<file path="config.mk">
export PLATFORM = sky130hd
export DESIGN_NAME = csa_sum5_pipe_flat
export DESIGN_NICKNAME = d
export VERILOG_FILES = /design/src/rtl/csa_pkg.sv /design/src/rtl/csa_sum5_pipe_if.sv /design/src/rtl/csa_sum5_pipe_counter.sv /design/src/rtl/csa_sum5_pipe.sv /design/src/flat_wrapper.sv
export SDC_FILE = /design/constraint.sdc
export NUM_CORES = 1
export LEC_CHECK = 0
export ABC_AREA = 0
export ABC_CLOCK_PERIOD_IN_PS = 4400
export CORE_AREA = 10 10 94 96
export DETAILED_ROUTE_END_ITERATION = 6
export DIE_AREA = 0 0 104 106
export PLACE_DENSITY = 0.72
export REMOVE_ABC_BUFFERS = 1
export SLEW_MARGIN = 20
export SYNTH_ARGS = -nofsm -noshare
export SYNTH_HDL_FRONTEND = slang
export SYNTH_SLANG_ARGS = --single-unit
</file>
<file path="constraint.sdc">
create_clock -name clk -period 4.4 [get_ports clk]
set_input_delay 0.44 -clock clk [delete_from_list [all_inputs] [get_ports clk]]
set_output_delay 0.44 -clock clk [all_outputs]
set_load 0.02 [all_outputs]
</file>
<file path="src/rtl/csa_pkg.sv">
// Shared types and sizing helpers for the five-operand carry-save adder pipeline.
// The stage-1 vector bundle is a macro because its width follows the instantiating module's W.
`define CSA_VEC_T(WIDTH) struct packed { logic [(WIDTH)-1:0] s; logic [(WIDTH)-1:0] c; logic [(WIDTH)-1:0] co; }

package csa_pkg;

    localparam int unsigned CNT_W = 16;

    // Sum of five W-bit operands needs at most 3 extra bits: 5*(2^W-1) < 2^(W+3).
    function automatic int unsigned sum_w(input int unsigned w);
        return w + 3;
    endfunction

endpackage

</file>
<file path="src/rtl/csa_sum5_pipe_if.sv">
// Operand-in / sum-out valid-ready bundle for csa_sum5_pipe.
import csa_pkg::*;

interface csa_sum5_pipe_if #(
    parameter int unsigned W = 8
);
    logic                    in_valid;
    logic                    in_ready;
    logic [W-1:0]            in_a;
    logic [W-1:0]            in_b;
    logic [W-1:0]            in_c;
    logic [W-1:0]            in_d;
    logic [W-1:0]            in_e;
    logic                    out_valid;
    logic                    out_ready;
    logic [sum_w(W)-1:0]     out_sum;
    logic [CNT_W-1:0]        out_cnt;

    // Environment side: drives operands and consumes sums.
    modport master (
        output in_valid, in_a, in_b, in_c, in_d, in_e, out_ready,
        input  in_ready, out_valid, out_sum, out_cnt
    );

    // Adder side.
    modport slave (
        input  in_valid, in_a, in_b, in_c, in_d, in_e, out_ready,
        output in_ready, out_valid, out_sum, out_cnt
    );
endinterface

</file>
<file path="src/rtl/csa_sum5_pipe_counter.sv">
// Existing 5:3 counter cell: x[1]+x[2]+x[3]+x[4]+c_in = s + 2*c + 4*c_out.
module counter_5_to_3 (
    input  logic [4:1] x,
    input  logic       c_in,
    output logic       s,
    output logic       c,
    output logic       c_out
);
    logic s1, c1, c2;

    // Two full adders; their two weight-2 carries are then half-added.
    assign s1    = x[1] ^ x[2] ^ x[3];
    assign c1    = (x[1] & x[2]) | (x[1] & x[3]) | (x[2] & x[3]);
    assign s     = s1 ^ x[4] ^ c_in;
    assign c2    = (s1 & x[4]) | (s1 & c_in) | (x[4] & c_in);
    assign c     = c1 ^ c2;
    assign c_out = c1 & c2;
endmodule

</file>
<file path="src/rtl/csa_sum5_pipe.sv">
// Two-stage streaming adder of five W-bit unsigned operands: carry-save compression
// into S/C/CO, then a registered carry-propagate add, with valid/ready flow control.
module csa_sum5_pipe
    import csa_pkg::*;
#(
    parameter int unsigned W = 8
) (
    input  logic                 clk,
    input  logic                 aresetn,
    csa_sum5_pipe_if.slave       bus
);
    localparam int unsigned SW = sum_w(W);

    typedef `CSA_VEC_T(W) csa_vec_t;

    logic [W-1:0]     col_s, col_c, col_co;
    csa_vec_t         col_d;
    csa_vec_t         st1_q;
    logic             v1_q;
    logic             out_valid_q;
    logic [SW-1:0]    sum_d;
    logic [SW-1:0]    sum_q;
    logic [CNT_W-1:0] cnt_q;
    logic             adv1, adv2;

    for (genvar i = 0; i < W; i++) begin : g_col
        counter_5_to_3 u_cnt (
            .x     ({bus.in_d[i], bus.in_c[i], bus.in_b[i], bus.in_a[i]}),
            .c_in  (bus.in_e[i]),
            .s     (col_s[i]),
            .c     (col_c[i]),
            .c_out (col_co[i])
        );
    end

    always_comb begin
        col_d    = '0;
        col_d.s  = col_s;
        col_d.c  = col_c;
        col_d.co = col_co;
    end

    always_comb begin
        sum_d = SW'(st1_q.s) + (SW'(st1_q.c) << 1) + (SW'(st1_q.co) << 2);
    end

    // Stage 2 advances when it is empty or being drained; stage 1 whenever it is empty or moves on.
    always_comb begin
        adv2 = v1_q & (~out_valid_q | bus.out_ready);
        adv1 = ~v1_q | adv2;
    end

    always_ff @(posedge clk or negedge aresetn) begin
        if (!aresetn) begin
            v1_q  <= 1'b0;
            st1_q <= '0;
        end else if (adv1) begin
            v1_q <= bus.in_valid;
            if (bus.in_valid) begin
                st1_q <= col_d;
            end
        end
    end

    always_ff @(posedge clk or negedge aresetn) begin
        if (!aresetn) begin
            out_valid_q <= 1'b0;
            sum_q       <= '0;
        end else if (~out_valid_q | bus.out_ready) begin
            out_valid_q <= v1_q;
            if (v1_q) begin
                sum_q <= sum_d;
            end
        end
    end

    always_ff @(posedge clk or negedge aresetn) begin
        if (!aresetn) begin
            cnt_q <= '0;
        end else if (out_valid_q & bus.out_ready) begin
            cnt_q <= cnt_q + 1'b1;
        end
    end

    assign bus.in_ready  = adv1;
    assign bus.out_valid = out_valid_q;
    assign bus.out_sum   = sum_q;
    assign bus.out_cnt   = cnt_q;
endmodule

</file>
<file path="src/flat_wrapper.sv">
// flat-port wrapper written by rule: the top's interface ports become plain ports
module csa_sum5_pipe_flat import csa_pkg::*;
#(
    parameter int unsigned W = 8
)
  (clk, aresetn, bus_in_valid, bus_in_a, bus_in_b, bus_in_c, bus_in_d, bus_in_e, bus_out_ready, bus_in_ready, bus_out_valid, bus_out_sum, bus_out_cnt);
  csa_sum5_pipe_if #(.W(W)) bus_i ();
  input  logic clk;
  input  logic aresetn;
  input wire logic [$bits(bus_i.in_valid)-1:0] bus_in_valid;
  input wire logic [$bits(bus_i.in_a)-1:0] bus_in_a;
  input wire logic [$bits(bus_i.in_b)-1:0] bus_in_b;
  input wire logic [$bits(bus_i.in_c)-1:0] bus_in_c;
  input wire logic [$bits(bus_i.in_d)-1:0] bus_in_d;
  input wire logic [$bits(bus_i.in_e)-1:0] bus_in_e;
  input wire logic [$bits(bus_i.out_ready)-1:0] bus_out_ready;
  output wire logic [$bits(bus_i.in_ready)-1:0] bus_in_ready;
  output wire logic [$bits(bus_i.out_valid)-1:0] bus_out_valid;
  output wire logic [$bits(bus_i.out_sum)-1:0] bus_out_sum;
  output wire logic [$bits(bus_i.out_cnt)-1:0] bus_out_cnt;
  assign bus_i.in_valid = bus_in_valid;
  assign bus_i.in_a = bus_in_a;
  assign bus_i.in_b = bus_in_b;
  assign bus_i.in_c = bus_in_c;
  assign bus_i.in_d = bus_in_d;
  assign bus_i.in_e = bus_in_e;
  assign bus_i.out_ready = bus_out_ready;
  assign bus_in_ready = bus_i.in_ready;
  assign bus_out_valid = bus_i.out_valid;
  assign bus_out_sum = bus_i.out_sum;
  assign bus_out_cnt = bus_i.out_cnt;
  csa_sum5_pipe #(.W(W)) u_core (.clk(clk), .aresetn(aresetn), .bus(bus_i));
endmodule
</file>
==> results_dict.tcl <==
set metrics [dict create \
    status "completed" \
    die-area_um2 11020 \
    num_antenna_cells 0 \
    ir_drop_v 0.0002736 \
    final.period_utilization_pct 63.07 \
    post_cts_resized 0 \
    cts_setup_buffers 0 \
    vias_per_cell 4.940 \
    ys_seq_area_share_pct 43.21 \
    numCtsBuffers 5 \
    met3_usage_pct 3.684 \
    cts_tree "done" \
    post-route-min-period_ns 2.775 \
    start_util_pct 43.48 \
    wl_mm 5.996 \
    grt_pass1_wl_mm 10.81 \
    power_mw 2.316 \
    final_common_cell "clkdlybuf4s50_1" \
    wl_per_cell_um 14.31 \
    first_global_vias 2319 \
    report.final.setup_viol 0 \
    syn_area_per_cell_um2 12.68 \
    postSynthRegisterBits 53 \
    drt-initial-drc-count 34 \
    clock_latency_ns 0.30 \
    worstMarginPinSlew_ns 0.6475 \
    use_met1_pct 13.59 \
    ff2ff_path_depth 11 \
    fillers 626 \
    multi_input_area_um2 1697 \
    track_usage_pct 11.52 \
    arrival_ns 2.96 \
    synth_top_area_share_pct 43.21 \
    worstSetupEndpointType "flip-flop" \
    reg2reg_from "u_core.st1_q[8]" \
    nets 405 \
    dr.pass1.iters 4 \
    antenna_found_initial 0 \
    num_rows 31 \
    io_pins 73 \
    reg2reg_to "u_core.bus.out_sum[8]" \
    rsz0062_at_grt "no" \
    path_class "reg2reg" \
    die_h_um 106 \
    syn_to_final_growth_pct 31.06 \
    port_buffers 72 \
    yosys-top-cells-area "dfrtp_1, fa_1, mux2_2, ha_1, xnor2_1" \
    pwr_density_cell_nw_per_um2 575.7 \
    p_leak_nw 1.752 \
    gr-usage-met2_pct 19.52 \
    place.gp.congestion 0.8051 \
    cts_buffer_depth 2 \
    hp-class "in2async" \
    final-max-slew-violation-count 0 \
    final_cell_mix "clkdlybuf4s50_1, dfrtp_1, mux2_2, ha_1, xnor2_1" \
    cp-start-kind "flip-flop" \
    reg2reg_setup_slack_ns 1.62 \
    max_freq_mhz 360.3 \
    die_width_um 104 \
    cp.required_ns 4.58 \
    clock-root-buffer "clkbuf_8" \
    cap_violations 0 \
    busiest_layer "met2" \
    syn_area_um2 3069 \
    core_area_um2 7059 \
    slew_headroom_pct 56.83 \
    vias 2070 \
    worst_clock_skew_ns 0.001812 \
    hold_viol 0 \
    drive_gt1_share_pct 15.31 \
    yosysWarnings 0 \
    fin_tns_setup_ns 0 \
    drc_errors 0 \
    path_clk_slew_ns 0.09 \
    cts_hold_buf 0 \
    cp_max_fo 3 \
    htreeDepth 2 \
    synth_largest_area_cell "dfrtp_1" \
    yosys.cell_types.count 37 \
    regArea_um2 1326 \
    drtAntennaViolNets 0 \
    hpwl_mm 4.893 \
    clock-sinks 53 \
    grt_overflow 0 \
    syn_inst 242 \
    grt_max_degree 54 \
]
[through the flow]
stage / cell area, µm² / hold WS (ns) / utilization [%] / std cells / setup slack [ns]
floorplan: 3042 / 0.1444 / - / 239 / 1.845
global placement: 3889 / 0.4611 / 55.09 / 411 / 1.753
detailed placement: 3889 / 0.4649 / 55.09 / 411 / 1.661
CTS: 4023 / 0.2639 / 56.98 / 419 / 1.627
global route: 4023 / 0.2944 / 56.98 / 419 / 1.423
finish: 4023 / 0.2356 / 56.98 / 419 / 1.625
[sequential cells by signal, summed over array words and instances (netlist names)]
| name | cells |
|---|---|
| u_core.bus.out_cnt | 16 |
| u_core.bus.out_sum | 11 |
| u_core.bus.out_valid | 1 |
| u_core.st1_q | 24 |
| u_core.v1_q | 1 |
[power breakdown]
group	switching [mW]	total [mW]	internal, mW
clock network	0.155	0.381	0.226
registers	0.104	0.731	0.628
logic	0.604	1.20	0.600
[cells by family after synthesis]
kind of cell / after synthesis / synth area share, %
buf+inv: 8 / 1.508
simple gates: 53 / 9.539
flops: 53 / 43.21
xor+xnor: 25 / 7.134
fa+ha+maj: 42 / 21.52
compound gates: 32 / 6.441
mux: 29 / 10.64
[metal layers]
layer	vias up	routed length [µm]	part of all wire [%]
li1	999	-	-
met1	1014	2611	44
met2	52	2997	50
met3	5	343	5.7
met4	0	43	0.72
met5	-	0	0
[worst max-delay path by stage]
stage	startpoint	end	slack [ns]
6_report	u_core.st1_q[8]	u_core.bus.out_sum[8]	1.62
5_1_grt	u_core.st1_q[8]	u_core.bus.out_sum[8]	1.42
4_1_cts	u_core.st1_q[17]	u_core.bus.out_sum[8]	1.63
3_5_place_dp	u_core.st1_q[8]	u_core.bus.out_sum[8]	1.66
3_3_place_gp	u_core.st1_q[8]	u_core.bus.out_sum[8]	1.75
2_1_floorplan	u_core.st1_q[8]	u_core.bus.out_sum[8]	1.84
[critical path, stage by stage, from the launching register on]
cell and delay, ns:
dfrtp_1 0.36, ha_1 0.18, inv_1 0.06, fa_1 0.47
inv_1 0.04, ha_1 0.21, fa_1 0.42, a21o_1 0.21
a31oi_1 0.28, nand2b_1 0.09, a211oi_1 0.24, o31ai_1 0.10
[layout make-up]
type | count | share of cell area (%)
Multi-Input combinational cell | 181 | 42.18
Timing Repair Buffer | 73 | 17.98
Clock buffer | 5 | 1.711
Inverter | 5 | 0.4666
Sequential cell | 53 | 32.97
Clock inverter | 3 | 1.617
Tap cell | 99 | 3.079
[cell usage after synthesis (all sizes together)]
| library cell | number |
|---|---|
| a211o | 1 |
| a211oi | 2 |
| a21o | 3 |
| a21oi | 8 |
| a31oi | 2 |
| and2 | 2 |
| and3 | 4 |
| and4 | 1 |
| buf | 3 |
| dfrtp | 53 |
| fa | 18 |
| ha | 24 |
| inv | 5 |
| mux2 | 29 |
| nand2 | 19 |
| nand2b | 4 |
| nand3 | 7 |
| nand3b | 1 |
| nand4 | 3 |
| nor2 | 7 |
| nor2b | 1 |
| nor3 | 2 |
| o211ai | 1 |
| o21a | 1 |
| o21ai | 12 |
| o31ai | 1 |
| o41ai | 1 |
| or2b | 2 |
| xnor2 | 19 |
| xor2 | 6 |
Power figures use the tool's default switching activity.
